$ cat src/rtl/seq_multiplier_pkg.sv
// Shared widths and FSM state type for the sequential shift-add multiplier.
package seq_mul_pkg;

    localparam int unsigned WIDTH  = 16;
    localparam int unsigned CNT_W  = 5;
    localparam int unsigned PROD_W = 2 * WIDTH;

    typedef enum logic [1:0] {
        IDLE = 2'd0,
        RUN  = 2'd1,
        DONE = 2'd2
    } state_t;

endpackage

$ cat src/rtl/seq_multiplier_if.sv
// Operand/start/result bundle between a requester (master) and the multiplier (slave).
interface seq_multiplier_if;
    import seq_mul_pkg::*;

    logic [WIDTH-1:0]  A;
    logic [WIDTH-1:0]  B;
    logic              S;
    logic [PROD_W-1:0] P;
    logic              F;
    logic              BUSY;

    modport master (output A, output B, output S, input P, input F, input BUSY);
    modport slave  (input A, input B, input S, output P, output F, output BUSY);

endinterface

$ cat src/rtl/seq_multiplier_mag_conv.sv
// Conditional two's-complement negate; used for operand magnitudes and the signed product.
module mag_conv #(
    parameter int unsigned W = 16
) (
    input  logic [W-1:0] val_i,
    input  logic         neg_i,
    output logic [W-1:0] res_o
);

    assign res_o = neg_i ? (~val_i + W'(1)) : val_i;

endmodule

$ cat src/rtl/seq_multiplier.sv
// 16x16 sequential shift-add multiplier, one bit per cycle, fixed 16-cycle run.
// Define SEQ_MUL_SIGNED_EN for two's-complement operands/product; default is unsigned.
module seq_multiplier
    import seq_mul_pkg::*;
(
    input  logic            C,
    input  logic            RST,
    seq_multiplier_if.slave bus
);

    state_t             state_q, state_d;
    logic               s_prev_q, s_prev_d;
    logic [CNT_W-1:0]   count_q, count_d;
    logic [PROD_W-1:0]  acc_q, acc_d;
    logic [WIDTH-1:0]   mcand_q, mcand_d;
    logic [WIDTH-1:0]   mplier_q, mplier_d;
    logic [PROD_W-1:0]  p_q, p_d;
    logic               f_q, f_d;
    logic               busy_q, busy_d;

    logic [WIDTH:0]     sum_c;
    logic [PROD_W-1:0]  step_acc_c;
    logic [PROD_W-1:0]  prod_c;
    logic [WIDTH-1:0]   a_mag_c;
    logic [WIDTH-1:0]   b_mag_c;

    // One shift-add step: add into the upper half with a 17th carry bit, then shift right.
    assign sum_c      = {1'b0, acc_q[PROD_W-1 -: WIDTH]} + (mplier_q[0] ? {1'b0, mcand_q} : '0);
    assign step_acc_c = {sum_c, acc_q[WIDTH-1:1]};

`ifdef SEQ_MUL_SIGNED_EN
    logic sign_q, sign_d;

    mag_conv #(.W(WIDTH)) u_mag_a (
        .val_i (bus.A),
        .neg_i (bus.A[WIDTH-1]),
        .res_o (a_mag_c)
    );

    mag_conv #(.W(WIDTH)) u_mag_b (
        .val_i (bus.B),
        .neg_i (bus.B[WIDTH-1]),
        .res_o (b_mag_c)
    );

    mag_conv #(.W(PROD_W)) u_mag_p (
        .val_i (step_acc_c),
        .neg_i (sign_q),
        .res_o (prod_c)
    );

    always_ff @(posedge C or posedge RST) begin
        if (RST) sign_q <= 1'b0;
        else     sign_q <= sign_d;
    end
`else
    assign a_mag_c = bus.A;
    assign b_mag_c = bus.B;
    assign prod_c  = step_acc_c;
`endif

    always_ff @(posedge C or posedge RST) begin
        if (RST) begin
            state_q  <= IDLE;
            s_prev_q <= 1'b0;
            count_q  <= '0;
            acc_q    <= '0;
            mcand_q  <= '0;
            mplier_q <= '0;
            p_q      <= '0;
            f_q      <= 1'b0;
            busy_q   <= 1'b0;
        end else begin
            state_q  <= state_d;
            s_prev_q <= s_prev_d;
            count_q  <= count_d;
            acc_q    <= acc_d;
            mcand_q  <= mcand_d;
            mplier_q <= mplier_d;
            p_q      <= p_d;
            f_q      <= f_d;
            busy_q   <= busy_d;
        end
    end

    always_comb begin
        state_d  = state_q;
        s_prev_d = bus.S;
        count_d  = count_q;
        acc_d    = acc_q;
        mcand_d  = mcand_q;
        mplier_d = mplier_q;
        p_d      = p_q;
        f_d      = 1'b0;
`ifdef SEQ_MUL_SIGNED_EN
        sign_d   = sign_q;
`endif

        case (state_q)
            IDLE: begin
                // Only a rising edge of S starts; a held-high S is ignored.
                if (bus.S && !s_prev_q) begin
                    mcand_d  = a_mag_c;
                    mplier_d = b_mag_c;
                    acc_d    = '0;
                    count_d  = CNT_W'(WIDTH);
                    state_d  = RUN;
`ifdef SEQ_MUL_SIGNED_EN
                    sign_d   = bus.A[WIDTH-1] ^ bus.B[WIDTH-1];
`endif
                end
            end
            RUN: begin
                acc_d    = step_acc_c;
                mplier_d = {acc_q[0], mplier_q[WIDTH-1:1]};
                count_d  = count_q - CNT_W'(1);
                if (count_q == CNT_W'(1)) begin
                    p_d     = prod_c;
                    f_d     = 1'b1;
                    state_d = DONE;
                end
            end
            DONE: begin
                state_d = IDLE;
            end
            default: begin
                state_d = IDLE;
            end
        endcase

        busy_d = (state_d != IDLE);
    end

    assign bus.P    = p_q;
    assign bus.F    = f_q;
    assign bus.BUSY = busy_q;

endmodule

$ cat src/flat_wrapper.sv
// flat-port wrapper written by rule: the top's interface ports become plain ports
module seq_multiplier_flat import seq_mul_pkg::*;
  (C, RST, bus_A, bus_B, bus_S, bus_P, bus_F, bus_BUSY);
  seq_multiplier_if bus_i ();
  input  logic C;
  input  logic RST;
  input wire logic [$bits(bus_i.A)-1:0] bus_A;
  input wire logic [$bits(bus_i.B)-1:0] bus_B;
  input wire logic [$bits(bus_i.S)-1:0] bus_S;
  output wire logic [$bits(bus_i.P)-1:0] bus_P;
  output wire logic [$bits(bus_i.F)-1:0] bus_F;
  output wire logic [$bits(bus_i.BUSY)-1:0] bus_BUSY;
  assign bus_i.A = bus_A;
  assign bus_i.B = bus_B;
  assign bus_i.S = bus_S;
  assign bus_P = bus_i.P;
  assign bus_F = bus_i.F;
  assign bus_BUSY = bus_i.BUSY;
  seq_multiplier u_core (.C(C), .RST(RST), .bus(bus_i));
endmodule
$ cat config.mk
export PLATFORM = sky130hd
export DESIGN_NAME = seq_multiplier_flat
export DESIGN_NICKNAME = d
export VERILOG_FILES = /design/src/rtl/seq_multiplier_pkg.sv /design/src/rtl/seq_multiplier_if.sv /design/src/rtl/seq_multiplier_mag_conv.sv /design/src/rtl/seq_multiplier.sv /design/src/flat_wrapper.sv
export SDC_FILE = /design/constraint.sdc
export NUM_CORES = 1
export LEC_CHECK = 0
export CORE_MARGIN = 2
export CORE_UTILIZATION = 39
export CTS_CLUSTER_SIZE = 16
export DETAILED_ROUTE_END_ITERATION = 12
export HOLD_SLACK_MARGIN = 0.02
export PLACE_DENSITY = 0.58
export SKIP_LAST_GASP = 1
export SLEW_MARGIN = 20
export SYNTH_ARGS = -nofsm -noshare
export SYNTH_HDL_FRONTEND = slang
export SYNTH_SLANG_ARGS = --single-unit
$ cat constraint.sdc
create_clock -name C -period 4.51 [get_ports C]
set_input_delay 0.6765 -clock C [delete_from_list [all_inputs] [get_ports C]]
set_output_delay 0.6765 -clock C [all_outputs]
set_load 0.01 [all_outputs]
Word-level counts from Yosys, hierarchy flattened
Index checks and enable logic that the tools add are counted.
{"block": "word_totals", "regBits": 106, "in_bits": 35, "output_inout_bits": 34, "elab_cells": 34}
{"block": "classes", "add_sub_neg": 2, "eq_ne": 3, "muxes": 12, "n_reduce_logical": 8}
{"op": "$pmux 32 s2", "count": 1}
{"op": "$mux 16", "count": 2}
{"op": "$mux 32", "count": 1}
{"op": "$pmux 16 s2", "count": 1}
{"op": "$add 16x17->17", "count": 1}
{"op": "$pmux 5 s2", "count": 1}
{"op": "$reduce_and 2->1", "count": 3}
{"op": "$eq 5x1->1 const B", "count": 1}
{"op": "$mux 5", "count": 1}
{"op": "$sub 5x1->5 const B", "count": 1}
{"op": "$mux 2", "count": 2}
{"op": "$pmux 2 s2", "count": 1}
{"op": "$reduce_bool 2->1", "count": 2}
{"op": "$eq 2x1->1 const B", "count": 1}
{"op": "$logic_not 2->1", "count": 1}
{"op": "$mux 1", "count": 2}
{"op": "$ne 2x1->1 const B", "count": 1}
{"op": "$logic_and 1x1->1", "count": 1}
{"op": "$logic_not 1->1", "count": 1}

Logic depth before layout (Yosys ltp)
Gate-level depths: netlist (run 1).
{"block": "depth", "ltp_word": 5, "ltp_mapped": 10, "ltp_nobuf": 9}

Worst setup path before layout (run 1)
Ideal clock, no wire load.
{"block": "synth_path", "kind": "flip-flop to flip-flop", "from": "register u_core.mplier_q[0]", "to": "register u_core.p_q[27] (netlist: u_core.bus.P[27])", "setup_ns": 0.125, "arrival_ns": 2.365, "slack_ns": 2.020, "stages_incl_launch_ff": 11, "period_less_slack_ns": 2.490, "path_cell_list": "dfrtp_1 clkbuf_1 and2_1 ha_1 fa_1 a21o_2 nand3_1 a31oi_1 a21o_1 xor2_1 mux2_4"}
{"block": "synth_between", "elab_chain_cells": 2}
{"item": "start, declared", "line_no": "seq_multiplier.sv:16", "rtl": "logic [WIDTH-1:0] mplier_q, mplier_d;"}
{"item": "start signal, assigned", "line_no": "seq_multiplier.sv:79", "rtl": "mplier_q <= mplier_d;"}
{"item": "$mux 16", "line_no": "seq_multiplier.sv:28", "rtl": "assign sum_c = {1'b0, acc_q[PROD_W-1 -: WIDTH]} + (mplier_q[0] ? {1'b0, mcand_q} : '0);"}
{"item": "$add 16x17->17", "line_no": "seq_multiplier.sv:28"}
{"item": "end signal, assigned", "line_no": "seq_multiplier.sv:80", "rtl": "p_q <= p_d;"}
{"item": "end, declared", "line_no": "seq_multiplier.sv:17", "rtl": "logic [PROD_W-1:0] p_q, p_d;"}
No other way between the ends.
A chain may end at the register's enable or synchronous reset.

Worst setup path in the final report (run 1)
{"block": "layout_path", "from": "register u_core.count_q[1]", "to": "register u_core.p_q[23] (netlist: u_core.bus.P[23])"}
{"block": "layout_between", "elab_chain_cells": 2}
{"item": "start, declared", "line_no": "seq_multiplier.sv:13", "rtl": "logic [CNT_W-1:0] count_q, count_d;"}
{"item": "start signal, assigned", "line_no": "seq_multiplier.sv:76", "rtl": "count_q <= count_d;"}
{"item": "$eq 5x1->1", "line_no": "seq_multiplier.sv:117", "rtl": "if (count_q == CNT_W'(1)) begin"}
{"item": "$reduce_and 2->1 (no source line)"}
No other way between the ends.

==> flow_summary.ini, run 1 <==
[timing]
fmax_mhz = 319
finClkSkew_ps = 7.31
worst_slew_pin_slew_ps = 1040
worst_slack_ps = 1380
hold_viol_final = 0
drv_slew = 0
slew_headroom_pct = 30.3
whs_ps = 480
period_share_pct = 69.5
period_minus_slack_ps = 3130
rsz0062_at_grt = false
setup_viol = 0
setup-tns-final_ps = 0

[die]
start_util_pct = 40.1
die_area_sq_mm = 0.0133
die_y_microns = 115
ios = 69
rows = 40
die_x_microns = 115
core_sq_mm = 0.0120

[clock_network]
cts_buffers = 9
htreeDepth = 3
cts_tree = built
root_buffer = clkbuf_16
clockBufferDepth = 2
ctsHoldBuffers = 0
ctsResizeCount = 0
clkTransAtPathRegs_ps = 70
clock_latency_ps = 350
cts.sinks = 106
cts_setup_buffers = 0

[synthesis]
yosys.cell_types.count = 48
synth_ff_type = dfrtp_1
synth_cells = 442
synthTopCellsByArea = dfrtp_1 (55%), nand2_1 (6.0%), mux2_2 (5.8%), a22o_1 (4.9%), ha_1 (4.7%)
ys_warn_count = 0
yosysTopAreaCellShare_pct = 55.1
yosys-top-cells-count = dfrtp_1 (106), nand2_1 (77), nor2_1 (40), a22o_1 (27), mux2_2 (25)
ys_seq_area_share_pct = 55.1
syn_nets = 496
yosysTopAreaCell = dfrtp_1
async_flop_share_pct = 100
synth_most_common_cell = dfrtp_1
avgSynthCellArea_sq_um = 10.9
synth.cell_area_sq_mm = 0.00481
ys_seq_elements = 106
synth_edf_count = 0

[hold_path]
worstHoldStart = u_core.bus.P[7]
timing.hold.worst_endpoint = u_core.bus.P[7]
holdPathStages = 2
min_path_type = reg2reg

[route]
ant_nets = 0
wl_per_cell_microns = 15.0
drt_wl_total_microns = 9830
routed-via-count = 3364
drt_iter0_markers = 120
vias_per_cell = 5.13
dr.pass1.iters = 4
drc = 0

[setup_path]
required_ps = 4750
cp-end-kind = register
reg2reg_depth = 6
ff2ff_setup_slack_ps = 1380
arrival_ps = 3370
crit_path_max_fanout = 29
path_class = reg2reg
r2r_end = u_core.bus.P[23]
cp-start-kind = register
crit-reg2reg-launch = u_core.count_q[1]

[power_and_ir_drop]
p_leak_nw = 2.73
power_mw = 4.67
peakVddDrop_mv = 0.296
power_density_mw_per_mm2 = 788

[layout]
area_delta_synth_final_pct = 23.1
fin_nets = 558
fin_cells = 656
post-route-util_pct = 49.3
drive_above_1_share_pct = 11.6
fin_area_sq_mm = 0.00593
diodes = 0

[placement]
hpwl_microns = 6610
gp_congestion = 0.807
pre_cts_slack_ps = 1290
port_buffers = 68
dp_cells = 640
placed_area_sq_mm = 0.00561

[job]
drv_cap = 0

[global_route]
gr-total-overflow = 0
grt_first_pass_wirelength_microns = 16700
grt.total_usage_pct = 16.1
grt_pass1_vias = 3413
grt_max_degree = 41
antenna_found_initial = 0

[status]
outcome = completed
-- routing by layer --
layer | GRT usage [%] | part of all wire, % | up-vias
met2 | 25.2 | 46 | 59
li1 | - | - | 1662
met4 | 5.30 | 1.3 | 0
met5 | 0 | 0 | -
met3 | 3.95 | 4.5 | 13
met1 | 22.0 | 48 | 1630
-- cell usage in the layout (no fill, tap or decap), types with 4 or more instances in the layout --
cell and n:
a21o_1 4, a21oi_1 10, a22o_1 27, and2_1 17, buf_4 5, clkbuf_16 9, clkdlybuf4s50_1 68, dfrtp_1 106
ha_1 18, inv_1 5, mux2_2 25, nand2_1 77, nand3_1 5, nor2_1 40, o21ai_0 12, o22ai_1 19
xnor2_1 5, xor2_1 9
-- how the worst max path moves through the flow --
stage	startpoint	to	slack [ps]	cells past startpoint
after CTS	u_core.count_q[1]	u_core.bus.P[23]	1280	6
final	u_core.count_q[1]	u_core.bus.P[23]	1380	6
after detailed placement	bus_S	u_core.count_q[4]	1290	8
after global placement	bus_S	u_core.count_q[4]	1330	8
after floorplan	RST	u_core.acc_q[0]	1040	1
after global routing	u_core.count_q[1]	u_core.bus.P[23]	1000	6
-- cell families (layout without fill, tap and decap cells) --
group / count (synthesis) / after routing / share of synthesized area [%]
muxes: 27 / 27 / 6.37
and+or+nand+nor: 155 / 155 / 14.1
DFF: 106 / 106 / 55.1
xor gates and xnor gates: 14 / 14 / 2.55
adders and majority gates: 19 / 19 / 5.09
buffers and inverters: 29 / 96 / 2.78
AOI/OAI and AO/OA: 92 / 92 / 14.0
-- flip-flops by register name (all words and copies together) (netlist names) --
signal           cells
u_core.acc_q        32
u_core.bus.P        32
u_core.mcand_q      16
u_core.mplier_q     16
u_core.count_q       5
u_core.state_q       2
u_core.bus.BUSY      1
u_core.bus.F         1
u_core.s_prev_q      1
-- final cells by class --
class,count,area [sq um]
inverter,7,28.8
sequential,106,2650
timing repair buffer,73,718
fill,1114,6090
multi-input combinational,307,2030
clock buffer,10,239
tap,147,184
clock inverter,6,72.6
-- report_power, final --
part | total, mW | internal, mW | switching, mW
sequential | 1.64 | 1.38 | 0.264
clock | 0.819 | 0.454 | 0.365
combinational | 2.21 | 1.07 | 1.14
total | 4.67 | 2.91 | 1.77
-- critical path: stages, from the launching register on --
cell and delay, ps:
dfrtp_1 380, inv_1 90, ha_1 170, nor4b_1 340, nand2_1 600, inv_1 1010
mux2_2 420
No activity file was read; power rests on OpenSTA's default activity.
==> inputs of run 2 (changes only) <==
==> constraint.sdc (replaced) <==
create_clock -name C -period 3 [get_ports C]
set_input_delay 0.45 -clock C [delete_from_list [all_inputs] [get_ports C]]
set_output_delay 0.45 -clock C [all_outputs]
set_load 0.01 [all_outputs]
==> run 2 against run 1 <==
Effect of this change: cell count is 0.46% higher; sequential power is 49% higher; largest power group unchanged; hold slack worse by 5.1 ps; clock skew is 1.8 ps higher; sequential share of layout area is 0.37 points lower; clock power is 54% higher.
==> flow_summary.ini, run 2 (synthesis gave the netlist of run 1 again) <==
[status]
outcome = completed

[timing]
drv_slew = 0
slew_headroom_pct = 58.2
period_share_pct = 83.5
worst_slew_pin_slew_ps = 626
rsz0062_at_grt = false
finClkSkew_ps = 9.10
fmax_mhz = 399
setup_viol = 0
setup-tns-final_ps = 0
hold_viol_final = 0
period_minus_slack_ps = 2500
worst_slack_ps = 496

[die]
die_area_sq_mm = 0.0133
die_y_microns = 115
die_x_microns = 115
core_sq_mm = 0.0120
start_util_pct = 40.1
rows = 40
ios = 69

[layout]
fin_nets = 562
drive_above_1_share_pct = 11.9
final_common_cell = dfrtp_1
post-route-util_pct = 49.8
fillers = 1107
final_cell_mix = dfrtp_1 (106), nand2_1 (77), clkdlybuf4s50_1 (68), nor2_1 (40), a22o_1 (27)
fin_cells = 659
diodes = 0
area_delta_synth_final_pct = 24.1

[placement]
port_buffers = 68
gp_congestion = 0.831
dp_cells = 644
hpwl_microns = 6760
pre_cts_slack_ps = 501

[route]
drt_iter0_markers = 156
drt_wl_total_microns = 9990
routed-via-count = 3389
wl_per_cell_microns = 15.2
ant_nets = 0
dr.pass1.iters = 4
vias_per_cell = 5.14
drc = 0

[job]
drv_cap = 0

[hold_path]
min_path_type = reg2reg
holdPathStages = 2
timing.hold.worst_endpoint = u_core.bus.P[17]
worstHoldStart = u_core.bus.P[17]

[setup_path]
ff2ff_setup_slack_ps = 500
r2r_end = u_core.bus.P[27]
crit_path_max_fanout = 13
reg2reg_depth = 9
path_class = reg2reg
arrival_ps = 2740
cp-start-kind = register
cp-end-kind = register
required_ps = 3230
crit-reg2reg-launch = u_core.mplier_q[0]

[global_route]
grt.total_usage_pct = 16.3
antenna_found_initial = 0
grt_max_degree = 83
grt_first_pass_wirelength_microns = 16800
grt_pass1_vias = 3326
gr-total-overflow = 0

[clock_network]
clkTransAtPathRegs_ps = 70
cts_buffers = 9
htreeDepth = 3
root_buffer = clkbuf_16
ctsHoldBuffers = 0
cts_tree = built
cts_setup_buffers = 0
clock_latency_ps = 350
ctsResizeCount = 0
clockBufferDepth = 2
cts.sinks = 106

[power_and_ir_drop]
p_leak_nw = 2.75
power_density_mw_per_mm2 = 1190
peakVddDrop_mv = 0.400
power_mw = 7.10
-- run 2: area by class of cell --
type	instances	area, sq um	share of cell area (%)
Multi-Input combinational cell	307	2030	34.0
Clock inverter	5	88.8	1.49
Sequential cell	106	2650	44.4
Tap cell	147	184	3.08
Clock buffer	10	229	3.83
Inverter	7	30.0	0.503
Timing Repair Buffer	77	761	12.7
-- run 2: worst max-delay path by stage --
stage	start	to	slack, ps
after detailed placement	u_core.mplier_q[0]	u_core.bus.P[27]	500
after CTS	u_core.mplier_q[0]	u_core.bus.P[27]	490
final	u_core.mplier_q[0]	u_core.bus.P[27]	500
after floorplan	u_core.mplier_q[0]	u_core.bus.P[27]	510
after global routing	u_core.mplier_q[0]	u_core.acc_q[29]	290
after global placement	u_core.mplier_q[0]	u_core.bus.P[27]	570
-- run 2: worst max-delay path, cell delays in order (launching register included) --
cell and delay (ps):
dfrtp_1 410, buf_4 200, and2_1 170, ha_1 370
a21oi_2 170, nand2_1 70, a221o_1 360, a21o_1 220
xor2_1 170, mux2_4 260
-- run 2: report_power, final --
group	internal [mW]	total (mW)	switching (mW)
registers	2.08	2.45	0.377
clock network	0.736	1.26	0.526
logic	1.64	3.39	1.75
total	4.45	7.10	2.65
-- run 2: per-layer routing --
metal / global-route usage, % / share of wire (%) / vias up
met5: 0 / 0 / -
met3: 3.06 / 3.5 / 8
li1: - / - / 1672
met4: 5.38 / 1.3 / 0
met2: 24.5 / 46 / 57
met1: 23.7 / 49 / 1652
-- run 2: metrics by stage --
stage | hold WS, ps | instance area, sq um
floorplan | 452 | 4820
detailed placement | 467 | 5660
CTS | 484 | 5980
finish | 475 | 5980
global route | 514 | 5980
global placement | 460 | 5660
==> inputs of run 3 (changes only) <==
==> constraint.sdc (replaced) <==
create_clock -name C -period 2.5 [get_ports C]
set_input_delay 0.375 -clock C [delete_from_list [all_inputs] [get_ports C]]
set_output_delay 0.375 -clock C [all_outputs]
set_load 0.01 [all_outputs]
==> run 3 against run 2 <==
Effect of this change: largest power group unchanged; sequential power rose by 20%; hold slack gained 1.8 ps; largest cell class unchanged; global-route usage barely moved; non-clock buffer count up 4; clock skew up 1.3 ps; critical path type unchanged; maximum frequency is 4.1% higher; cell area rose by 1.1%; highest routed layer unchanged; clock power is 12% higher.
==> flow_summary.ini, run 3 (synthesis gave the netlist of run 1 again) <==
[clock_network]
clkTransAtPathRegs_ps = 80
clockBufferDepth = 2
clock_latency_ps = 350
cts.sinks = 106
cts_buffers = 9
htreeDepth = 3
cts_setup_buffers = 0
cts_tree = built
root_buffer = clkbuf_16

[timing]
worst_slew_pin_slew_ps = 552
setup-tns-final_ps = 0
slew_headroom_pct = 63.2
period_minus_slack_ps = 2400
period_share_pct = 96.2
finClkSkew_ps = 10.4
hold_viol_final = 0
drv_slew = 0
rsz0062_at_grt = false
fmax_mhz = 416
setup_viol = 0

[layout]
fillers = 1113
final_cell_mix = dfrtp_1 (106), nand2_1 (77), clkdlybuf4s50_1 (68), nor2_1 (40), a22o_1 (27)
final_common_cell = dfrtp_1
area_delta_synth_final_pct = 25.5
fin_cells = 664
drive_above_1_share_pct = 14.5
ff_latch_area_sq_mm = 0.00265
diodes = 0
fin_nets = 566
multi_input_area_sq_mm = 0.00207
post-route-util_pct = 50.3

[die]
die_x_microns = 115
rows = 40
ios = 69
die_y_microns = 115
core_sq_mm = 0.0120
start_util_pct = 40.1
die_area_sq_mm = 0.0133

[global_route]
gr-total-overflow = 0
grt.total_usage_pct = 16.3
grt_pass1_vias = 3431
grt_first_pass_wirelength_microns = 16900
antenna_found_initial = 0
grt_max_degree = 107

[setup_path]
crit_path_max_incr_delay_ps = 410
arrival_ps = 2640
crit_chain = buf_4 -> and2_1 -> ha_1 -> a21o_1 -> a221o_1 -> a21o_1 -> xor2_1 -> mux2_4
path_delay_family = compound AO/OA/AOI/OAI gates
slowest_stage = dfrtp_1
path_class = reg2reg
crit_path_max_fanout = 8
path_buf_inv = 1
required_ps = 2740
cp-start-kind = register
cp-end-kind = register
crit_top_cell = a21o_1

[route]
dr.pass1.iters = 4
drt_wl_total_microns = 9870
drc = 0
drt_iter0_markers = 168
routed-via-count = 3416
ant_nets = 0
vias_per_cell = 5.14
wl_per_cell_microns = 14.9

[placement]
gp_congestion = 0.831
hpwl_microns = 6640
port_buffers = 68
dp_cells = 648

[job]
drv_cap = 0

[power_and_ir_drop]
peakVddDrop_mv = 0.523
power_density_mw_per_mm2 = 1410
p_leak_nw = 2.76

[status]
outcome = completed

[hold_path]
min_path_type = reg2reg
[run 3: cell count changes in the layout (fill, tap and decap cells not counted), moves of 2 or more]
cell and change:
ha_1 -4, inv_8 +3, buf_12 +2, ha_2 +4, bufinv_16 -2, buf_4 +2
[run 3: stage by stage]
step	hold WS [ps]	total power, mW	worst slack [ps]	cell area (sq um)
floorplan	406	5.85	9.73	4820
global placement	459	7.03	73.3	5710
detailed placement	463	7.10	-11.0	5710
CTS	483	8.57	22.7	6010
global route	507	9.25	1.44	6040
finish	477	8.52	95.8	6040
[run 3: final timing paths]
path                               startpoint               end  slack, ps  cells after the start
hold reg to reg               u_core.bus.P[0]   u_core.bus.P[0]        480                      2
hold / removal                u_core.bus.P[0]   u_core.bus.P[0]        480                      2
setup reg to reg           u_core.mplier_q[0]  u_core.bus.P[27]        100                      8
min in group asynchronous                 RST  u_core.bus.P[13]        550                      3
setup / recovery           u_core.mplier_q[0]  u_core.bus.P[27]        100                      8
max in group asynchronous                 RST  u_core.acc_q[24]       1560                      3
[run 3: per-layer routing]
layer | track usage [%] | vias to the layer above | part of all wire (%)
met1 | 23.7 | 1680 | 49
li1 | - | 1673 | -
met5 | 0 | - | 0
met2 | 24.5 | 53 | 46
met3 | 2.32 | 10 | 3.3
met4 | 7.07 | 0 | 1.6
[run 3: where the power goes]
group	total (mW)	internal, mW	switching [mW]	leakage [nW]
Sequential	2.94	2.49	0.450	1.31
Clock	1.41	0.709	0.700	0.148
Combinational	4.18	2.05	2.12	1.31
[run 3: worst min-delay path: stages (launching register included)]
cell and delay, ps:
dfrtp_1 350, nand2_1 50, nand2_1 50
[run 3: timing repair]
action,4_1_cts,5_1_grt
gates resized for setup,2,8
setup endpoints to repair,3,14
pin swaps,1,2
hold buffers,0,0
[run 3: cell type report]
type	count	share of cell area, %
flip-flops and latches	106	43.9
clock inverters	7	1.12
repair buffers	81	13.5
well taps	147	3.04
inverters	7	0.497
multi-input cells	307	34.2
clock buffers	9	3.73
